`src/rtl/divider_arbiter_pkg.sv`:
```
// Shared types for the divider arbiter: FSM encoding and the quotient
// reported when a request arrives with a zero divisor.
package divider_arbiter_pkg;

  typedef enum logic [1:0] {
    IDLE    = 2'd0,
    ISSUE   = 2'd1,
    WAIT    = 2'd2,
    RESPOND = 2'd3
  } state_t;

  // Sliced down to WIDTH at the point of use.
  localparam logic [63:0] DBZ_QUOTIENT = '1;

endpackage

```
`src/rtl/divider_arbiter_divider.sv`:
```
// Iterative restoring divider: one quotient bit per cycle, result strobed
// on data_valid_out WIDTH+2 cycles after the data_valid_in cycle.
module divider #(
  parameter int WIDTH = 8
) (
  input  logic             clk_in,
  input  logic             rst_in,
  input  logic             data_valid_in,
  input  logic [WIDTH-1:0] dividend_in,
  input  logic [WIDTH-1:0] divisor_in,
  output logic             data_valid_out,
  output logic [WIDTH-1:0] quotient_out,
  output logic [WIDTH-1:0] remainder_out
);

  localparam int CNT_W = $clog2(WIDTH + 1);

  logic             running_q;
  logic             finish_q;
  logic [CNT_W-1:0] cnt_q;
  logic [WIDTH-1:0] rem_q;
  logic [WIDTH-1:0] quo_q;
  logic [WIDTH-1:0] dsr_q;

  logic [WIDTH:0]   shifted;
  logic [WIDTH:0]   trial;
  logic             fits;
  logic [WIDTH-1:0] rem_next;
  logic [WIDTH-1:0] quo_next;

  // The top bit of trial is the borrow: clear means the divisor fits.
  always_comb begin
    shifted  = {rem_q, quo_q[WIDTH-1]};
    trial    = shifted - {1'b0, dsr_q};
    fits     = ~trial[WIDTH];
    rem_next = fits ? trial[WIDTH-1:0] : shifted[WIDTH-1:0];
    quo_next = {quo_q[WIDTH-2:0], fits};
  end

  always_ff @(posedge clk_in) begin
    if (rst_in) begin
      running_q      <= 1'b0;
      finish_q       <= 1'b0;
      cnt_q          <= '0;
      rem_q          <= '0;
      quo_q          <= '0;
      dsr_q          <= '0;
      data_valid_out <= 1'b0;
      quotient_out   <= '0;
      remainder_out  <= '0;
    end else begin
      data_valid_out <= 1'b0;
      finish_q       <= 1'b0;
      if (finish_q) begin
        data_valid_out <= 1'b1;
        quotient_out   <= quo_q;
        remainder_out  <= rem_q;
      end
      if (running_q) begin
        rem_q <= rem_next;
        quo_q <= quo_next;
        cnt_q <= cnt_q - CNT_W'(1);
        if (cnt_q == CNT_W'(1)) begin
          running_q <= 1'b0;
          finish_q  <= 1'b1;
        end
      end else if (data_valid_in) begin
        running_q <= 1'b1;
        cnt_q     <= CNT_W'(WIDTH);
        rem_q     <= '0;
        quo_q     <= dividend_in;
        dsr_q     <= divisor_in;
      end
    end
  end

endmodule

```
`src/rtl/divider_arbiter.sv`:
```
// Round-robin front end sharing one iterative divider among NUM_REQ
// requesters; zero divisors are answered without touching the divider.
module divider_arbiter
  import divider_arbiter_pkg::*;
#(
  parameter int WIDTH   = 8,
  parameter int NUM_REQ = 4
) (
  input  logic                       clk_in,
  input  logic                       rst_in,
  input  logic [NUM_REQ-1:0]         req_valid_in,
  input  logic [NUM_REQ*WIDTH-1:0]   dividend_in,
  input  logic [NUM_REQ*WIDTH-1:0]   divisor_in,
  output logic [NUM_REQ-1:0]         req_ready_out,
  output logic [NUM_REQ-1:0]         resp_valid_out,
  output logic [$clog2(NUM_REQ)-1:0] resp_id_out,
  output logic [WIDTH-1:0]           quotient_out,
  output logic [WIDTH-1:0]           remainder_out,
  output logic                       div_by_zero_out,
  output logic                       busy_out
);

  localparam int ID_W = $clog2(NUM_REQ);

  // Handshake: a request transfers in the cycle where req_valid_in[i] and
  // req_ready_out[i] are both high; ready is only ever raised in IDLE.
  state_t           state_q;
  logic [ID_W-1:0]  last_grant_q;
  logic [ID_W-1:0]  grant_id_q;
  logic [WIDTH-1:0] dvd_q;
  logic [WIDTH-1:0] dsr_q;

  logic             found;
  logic [ID_W-1:0]  win_id;
  logic [ID_W-1:0]  cand;
  int               idx;
  logic [WIDTH-1:0] win_dividend;
  logic [WIDTH-1:0] win_divisor;

  logic             div_start;
  logic             div_valid;
  logic [WIDTH-1:0] div_quo;
  logic [WIDTH-1:0] div_rem;

  // Search upward from the requester after the last grant, wrapping.
  always_comb begin
    found  = 1'b0;
    win_id = '0;
    idx    = 0;
    cand   = '0;
    for (int off = 1; off <= NUM_REQ; off++) begin
      idx = int'(last_grant_q) + off;
      if (idx >= NUM_REQ) idx = idx - NUM_REQ;
      cand = ID_W'(idx);
      if (!found && req_valid_in[cand]) begin
        found  = 1'b1;
        win_id = cand;
      end
    end
  end

  assign win_dividend  = dividend_in[win_id*WIDTH +: WIDTH];
  assign win_divisor   = divisor_in[win_id*WIDTH +: WIDTH];
  assign req_ready_out = (state_q == IDLE && !rst_in && found)
                         ? (NUM_REQ'(1) << win_id) : '0;
  assign busy_out      = (state_q != IDLE);
  assign div_start     = (state_q == ISSUE);

  always_ff @(posedge clk_in) begin
    if (rst_in) begin
      state_q         <= IDLE;
      last_grant_q    <= ID_W'(NUM_REQ - 1);
      grant_id_q      <= '0;
      dvd_q           <= '0;
      dsr_q           <= '0;
      resp_valid_out  <= '0;
      resp_id_out     <= '0;
      quotient_out    <= '0;
      remainder_out   <= '0;
      div_by_zero_out <= 1'b0;
    end else begin
      resp_valid_out <= '0;
      case (state_q)
        IDLE: begin
          if (found) begin
            grant_id_q   <= win_id;
            last_grant_q <= win_id;
            dvd_q        <= win_dividend;
            dsr_q        <= win_divisor;
            if (win_divisor == '0) begin
              state_q         <= RESPOND;
              resp_valid_out  <= NUM_REQ'(1) << win_id;
              resp_id_out     <= win_id;
              quotient_out    <= DBZ_QUOTIENT[WIDTH-1:0];
              remainder_out   <= win_dividend;
              div_by_zero_out <= 1'b1;
            end else begin
              state_q <= ISSUE;
            end
          end
        end
        ISSUE: state_q <= WAIT;
        WAIT: begin
          if (div_valid) begin
            state_q         <= RESPOND;
            resp_valid_out  <= NUM_REQ'(1) << grant_id_q;
            resp_id_out     <= grant_id_q;
            quotient_out    <= div_quo;
            remainder_out   <= div_rem;
            div_by_zero_out <= 1'b0;
          end
        end
        RESPOND: state_q <= IDLE;
        default: state_q <= IDLE;
      endcase
    end
  end

  divider #(
    .WIDTH(WIDTH)
  ) u_divider (
    .clk_in        (clk_in),
    .rst_in        (rst_in),
    .data_valid_in (div_start),
    .dividend_in   (dvd_q),
    .divisor_in    (dsr_q),
    .data_valid_out(div_valid),
    .quotient_out  (div_quo),
    .remainder_out (div_rem)
  );

endmodule

```
`config.mk`:
```
export PLATFORM = sky130hd
export DESIGN_NAME = divider_arbiter
export DESIGN_NICKNAME = d
export VERILOG_FILES = /design/src/rtl/divider_arbiter_pkg.sv /design/src/rtl/divider_arbiter_divider.sv /design/src/rtl/divider_arbiter.sv
export SDC_FILE = /design/constraint.sdc
export NUM_CORES = 1
export LEC_CHECK = 0
export ABC_CLOCK_PERIOD_IN_PS = 2900
export BUFFER_PORTS_ARGS = -buffer_cell sky130_fd_sc_hd__clkbuf_2
export CAP_MARGIN = 20
export CORE_MARGIN = 4
export CORE_UTILIZATION = 35
export CTS_BUF_LIST = sky130_fd_sc_hd__clkbuf_8
export DETAILED_ROUTE_END_ITERATION = 16
export PLACE_DENSITY_LB_ADDON = 0.05
export SLEW_MARGIN = 20
export SYNTH_ARGS = -nofsm -noshare
export SYNTH_HDL_FRONTEND = slang
export SYNTH_SLANG_ARGS = --single-unit
```
`constraint.sdc`:
```
create_clock -name clk_in -period 2.9 [get_ports clk_in]
set_input_delay 0.29 -clock clk_in [delete_from_list [all_inputs] [get_ports clk_in]]
set_output_delay 0.29 -clock clk_in [all_outputs]
set_load 0.005 [all_outputs]
```
After elaboration in Yosys (flattened, before gate mapping)
Cells that the tools add are included.
Word-level totals
  register bits: 92
  bits in read-only memories: 0
  bits of input ports: 70
  logic and storage cells: 126
  memories kept: 0
  bits in writable memories: 0
  latch bits: 0
Cells by class
  add/sub/neg operators: 10
  div/mod/pow operators: 0
  reductions and logical operators: 19
  shift-type cells: 4
  multipliers: 0
  equality and inequality tests: 7
  mux-type cells: 57
  magnitude comparators: 8
  bitwise gates (word level): 2
Operator list (count)
  $mux 8: 11
  $shiftx 32x6->8: 2
  $pmux 8 s2: 2
  $mux 2: 14
  $mux 4: 6
  $mux 1: 16
  $lt 2x3->1 const B: 4
  $ge 3x3->1 const B: 3
  $sub 9x8->9: 1
  $bmux 1 s2: 4
  $logic_not 8->1: 1
  $pmux 2 s4: 1
  $pmux 4 s2: 1
  $shl 1x2->4 const A: 2
  $sub 2x1->2 const B: 4
  $add 2x2->3 const B: 2
  $reduce_and 2->1: 3
  $reduce_bool 2->1: 3
  $logic_and 1x1->1: 5
  $add 2x3->4 const B: 1
  $eq 2x2->1 const B: 2
  $eq 4x1->1 const B: 1
  $ge 4x3->1 const B: 1
  $logic_not 1->1: 4
  other kinds (11): 13

Depth between registers and ports, before layout
  depth after elaboration: 20
  mapped depth: 12
  mapped depth without buffers: 11

By module
A second synthesis with hierarchy kept.
Unflattened totals
  cells, all modules: 559
  area total of the unflattened synthesis: 4784.6 µm²
By module, submodules not included
  divider_arbiter: cells an instance 309, instances 1, area each 2571.2 µm²
  divider: cells an instance 250, instances 1, area each 2213.4 µm²

Least setup slack after synthesis
OpenSTA, ideal clock, no wires.
  kind: reg2reg
  start point: reg u_divider.quo_q[7]
  end point: reg u_divider.rem_q[0]
  clock period less this slack: 2.581 ns
  data arrival time: 2.463 ns
  cell stages (with the launch flop): 12
  path slack: 0.319 ns
  path buffers: 0
  cells stage by stage: dfxtp_1 -> inv_1 -> ha_1 -> fa_1 -> nor2b_1 -> o21ai_0 -> a21boi_1 -> o21ai_0 -> a21oi_1 -> xor2_2 -> mux2i_1 -> a32o_1
On the way
  longest elaborated chain between the ends: 3
RTL lines
  from (decl): line divider_arbiter_divider.sv:22  | logic [WIDTH-1:0] quo_q;
  from (signal assigned): line divider_arbiter_divider.sv:61  | quo_q <= quo_next;
  from (signal assigned): line divider_arbiter_divider.sv:71  | quo_q <= dividend_in;
  $sub 9x8->9: line divider_arbiter_divider.sv:34  | trial = shifted - {1'b0, dsr_q};
  $mux 8 (*): line divider_arbiter_divider.sv:36  | rem_next = fits ? trial[WIDTH-1:0] : shifted[WIDTH-1:0];
  $mux 8 (*): line divider_arbiter_divider.sv:59  | if (running_q) begin
  to (signal assigned): line divider_arbiter_divider.sv:60  | rem_q <= rem_next;
  to (decl): line divider_arbiter_divider.sv:21  | logic [WIDTH-1:0] rem_q;
Mark *: on every way between the ends. The rest lies on a longest branch, timed or not.
A chain may end at the register's enable or synchronous reset.

Final worst setup path
  start point: reg last_grant_q[1]
  end point: reg quotient_out[2]
On the way
  longest elaborated chain between the ends: 19
  elaborated cells between the ends (all ways): 43
  those cells by class: add/sub: 8; order compare: 4; eq/ne: 2; shift: 1; mux: 20; reduce/logical: 8
RTL lines
  from (decl): line divider_arbiter.sv:28  | logic [ID_W-1:0] last_grant_q;
  from (signal assigned): line divider_arbiter.sv:72  | last_grant_q <= ID_W'(NUM_REQ - 1);
  from (signal assigned): line divider_arbiter.sv:87  | last_grant_q <= win_id;
  $add 2x1->3: line divider_arbiter.sv:52  | idx = int'(last_grant_q) + off;
  $ge 3x3->1 or $sub 2x1->2 (tied branches): line divider_arbiter.sv:53  | if (idx >= NUM_REQ) idx = idx - NUM_REQ;
  $mux 2: line divider_arbiter.sv:53
  $bmux 1 s2: line divider_arbiter.sv:55  | if (!found && req_valid_in[cand]) begin
  $mux 1 (implied by the code): line divider_arbiter.sv:55
  $mux 1: line divider_arbiter.sv:55
  $logic_not 1->1: line divider_arbiter.sv:55
  $logic_and 1x1->1: line divider_arbiter.sv:55
  [3 not listed]
  $mux 1: line divider_arbiter.sv:55
  $logic_not 1->1: line divider_arbiter.sv:55
  $logic_and 1x1->1: line divider_arbiter.sv:55
  $mux 2: line divider_arbiter.sv:55
  $shiftx 32x6->8: line divider_arbiter.sv:63  | assign win_divisor = divisor_in[win_id*WIDTH +: WIDTH];
  $logic_not 8->1: line divider_arbiter.sv:90  | if (win_divisor == '0) begin
  $ne 2x1->1 (no line)
  $reduce_and 4->1 (no line) (*)
  to (signal assigned): line divider_arbiter.sv:94  | quotient_out <= DBZ_QUOTIENT[WIDTH-1:0];
  to (signal assigned): line divider_arbiter.sv:108  | quotient_out <= div_quo;
  to (decl): line divider_arbiter.sv:17  | output logic [WIDTH-1:0] quotient_out,
Mark *: on every way between the ends. The rest lies on a longest branch, timed or not. The select of a mux whose other input is x is not followed.

==> results by group <==
Outcome
  • Run status: finished, final reports clean

Timing
  • Slew Viols, Final: 0
  • Period Utilization, post-route: 94.9%
  • Final setup viols: 0
  • Clk_skew: 0.0126 ns
  • Setup TNS: 0 ns
  • Final Hold Fails: 0
  • Max Fclk: 363 MHz
  • Headroom to the max-slew limit: 30.8%
  • RSZ-0062 raised after global routing: no
  • Final critical-path required period: 2.75 ns
  • Worst slew pin tran: 1.04 ns

Power and ir drop
  • Leak pwr: 2.42 nW
  • Pwr/cell area: 976 nW/um^2
  • Peak VDD IR: 468 uV

Clock tree
  • # Post-CTS Setup Buffers: 0
  • Worst-Skew Late Latency: 0.38 ns
  • Clock sink count: 92
  • Clock tree from TritonCTS: done
  • CTS clock-pin slew for the worst setup and hold paths: 0.09 ns
  • CTS Buf Count: 9
  • Clk buf depth: 2
  • Clock root buffer: clkbuf_8
  • CTS H-tree depth: 3

Worst setup path
  • Crit path DAT: 3.08 ns
  • Startpoint types: flop
  • CP bufs+invs: 0
  • Setup crit start: last_grant_q[1]
  • FF-to-FF End: quotient_out[2]
  • Critical Path RT: 3.22 ns
  • Critical path class: flop to flop
  • CP delay by family, top: compound AO/OA/AOI/OAI gates
  • Peak fanout along the critical path: 25
  • FF-to-FF setup slack: 0.15 ns
  • R2r worst-path depth: 8
  • Crit path largest cell delay: 0.45 ns
  • Crit end category: flop
  • CP cell instances: and3b_1, or2_2, o311a_1, a22oi_1, nor4_4, and2_1, o211ai_4, o221a_1
  • R2r startpoint: last_grant_q[1]
  • CP max-delay cell: or2_2

Floorplan
  • Full die area: 15600 sq um
  • # IOs: 98
  • Die height: 125 um
  • Die width: 125 um
  • Core ar.: 13300 sq um
  • Num rows: 42
  • Starting Density: 36.0%

Yosys
  • Top post-synthesis cells by area: dfxtp_1 38%, mux2i_1 11%, nor2_1 7.4%, a21oi_1 4.5%, ha_1 3.4%
  • Post-synth top area cell: dfxtp_1
  • Post-synth top area share: 38.5%
  • EDFF count, synth: 0
  • Yosys Warn Count: 0
  • Sequential element share of the synthesized area: 38.5%
  • Mapped Nets: 647
  • Mapped Area: 4790 sq um
  • Ys flop type: dfxtp_1
  • FF+latch count, synth: 92
  • Cells after Synth: 563
  • Avg Inst Size Synth: 8.51 sq um
  • Yosys cell types: 57
  • Async S/R FF share, synth: 0%

Cells and area
  • Fin cells: 834
  • Area Growth Syn to Fin: 19.8%
  • Share of layout cells above drive strength 1: 24.3%
  • Most frequent cells in the layout: 97 x clkbuf_2, 95 x nor2_1, 92 x dfxtp_1, 52 x mux2i_1, 42 x a21oi_1
  • ANT cells: 0
  • Commonest non-fill, non-tap cell in the layout: clkbuf_2
  • Nets@finish: 737

Routing
  • Final WL: 12700 um
  • Antenna Nets Post-Route: 0
  • First-pass DRT Iterations: 4
  • Total number of vias: 4243
  • DRC violations left: 0
  • DR iter-0 viols: 238
  • WL per Instance: 15.3 um
  • Avg Vias per Cell: 5.09

Placement
  • Cell count after placement: 818
  • Post-DP HPWL: 9610 um
  • Input/output buffers: 97
  • GPL Wtd Cong: 0.783

Global route
  • Largest net degree at the start of global routing: 71
  • Total global routing overflow: 0
  • First-pass GRT wire length: 20400 um
  • Vias in the first global route: 4010
  • GRT Util Overall: 16.2%
  • Initial antenna violation count: 0

Min path
  • Hold_sp: req_valid_in[2]
  • Hold Path Stages: 4
  • Hold endpoint: resp_valid_out[3]
  • HP Class: input port to flop

Run
  • Max Cap Viol: 0
flip-flops by register name (all words and copies together), names as in the netlist, 8 cells and up:
signal	flops
dsr_q	8
dvd_q	8
quotient_out	8
remainder_out	8
u_divider.dsr_q	8
u_divider.quo_q	8
u_divider.quotient_out	8
u_divider.rem_q	8
u_divider.remainder_out	8
metal layers:
metal / part of all wire [%] / global-route usage [%] / vias up
li1: - / - / 2164
met1: 49 / 22.7 / 1973
met2: 46 / 24.9 / 93
met3: 4.0 / 3.41 / 13
met4: 1.5 / 5.36 / 0
met5: 0 / 0 / -
timing repair:
action / 4_1_cts / 5_1_grt
resized for setup: 3 / 8
hold buffers: 0 / 0
endpoints found under the setup margin: 22 / 30
endpoints found under the hold margin: 0 / 0
pin swaps: 0 / 3
power breakdown:
| group | leakage, nW | internal [mW] | total, mW | switching, mW |
|---|---|---|---|---|
| clock network | 0.109 | 0.482 | 0.952 | 0.470 |
| registers | 0.748 | 1.51 | 1.72 | 0.216 |
| logic | 1.56 | 1.29 | 2.93 | 1.64 |
| total | 2.42 | 3.27 | 5.60 | 2.32 |
kinds of logic after synthesis:
family	share of synthesized area, %
AND/OR/NAND/NOR	17.4
AO/OA/AOI/OAI	20.4
flip-flops	38.5
buffers and inverters	6.19
multiplexers	12.8
adder cells (fa/ha/maj)	3.82
XOR/XNOR	1.07
synth_stat cells (all sizes together), types with 8 or more instances:
cell    count
nand2      39
a22oi       9
nor2b       9
o221a       9
ha         13
a221oi      8
buf        14
a32oi      10
nor3       26
nor2       96
o21ai      33
o311a       8
dfxtp      92
mux2i      52
a21oi      43
mux2        8
clkbuf     24
inv        27
through the flow:
step	total power, mW	hold WS, ns	utilization [%]	instance area [sq um]	setup slack (ns)
floorplan	3.80	0.436	-	4790	0.319
global placement	4.59	0.438	41.2	5480	-0.0683
detailed placement	4.63	0.449	41.2	5480	-0.159
CTS	5.61	0.294	42.9	5700	0.0359
global route	6.03	0.338	43.1	5740	0.00353
finish	5.60	0.297	43.1	5740	0.147
how the worst max path moves through the flow:
stage          depth (start not counted)  slack, ns                  to
4_1_cts                                7       0.04    req_ready_out[2]
6_report                               8       0.15     quotient_out[2]
3_5_place_dp                           8      -0.16     quotient_out[2]
3_3_place_gp                           8      -0.07     quotient_out[2]
2_1_floorplan                         11       0.32  u_divider.rem_q[0]
5_1_grt                               12      0.004  u_divider.rem_q[1]
worst min-delay path: cells and delay by family:
kind / cells / cell delay (ns)
AO/OA/AOI/OAI: 2 / 0.17
buffers and inverters: 1 / 0.10
AND/OR/NAND/NOR: 1 / 0.08
cell type report:
| class | count | area, sq um |
|---|---|---|
| tap | 176 | 220 |
| clock inverter | 7 | 91.3 |
| clock buffer | 9 | 124 |
| sequential | 92 | 1840 |
| fill | 1361 | 7560 |
| multi-input combinational | 405 | 2690 |
| timing repair buffer | 117 | 661 |
| inverter | 28 | 105 |
Note: power is estimated with default switching activity, not from simulation.
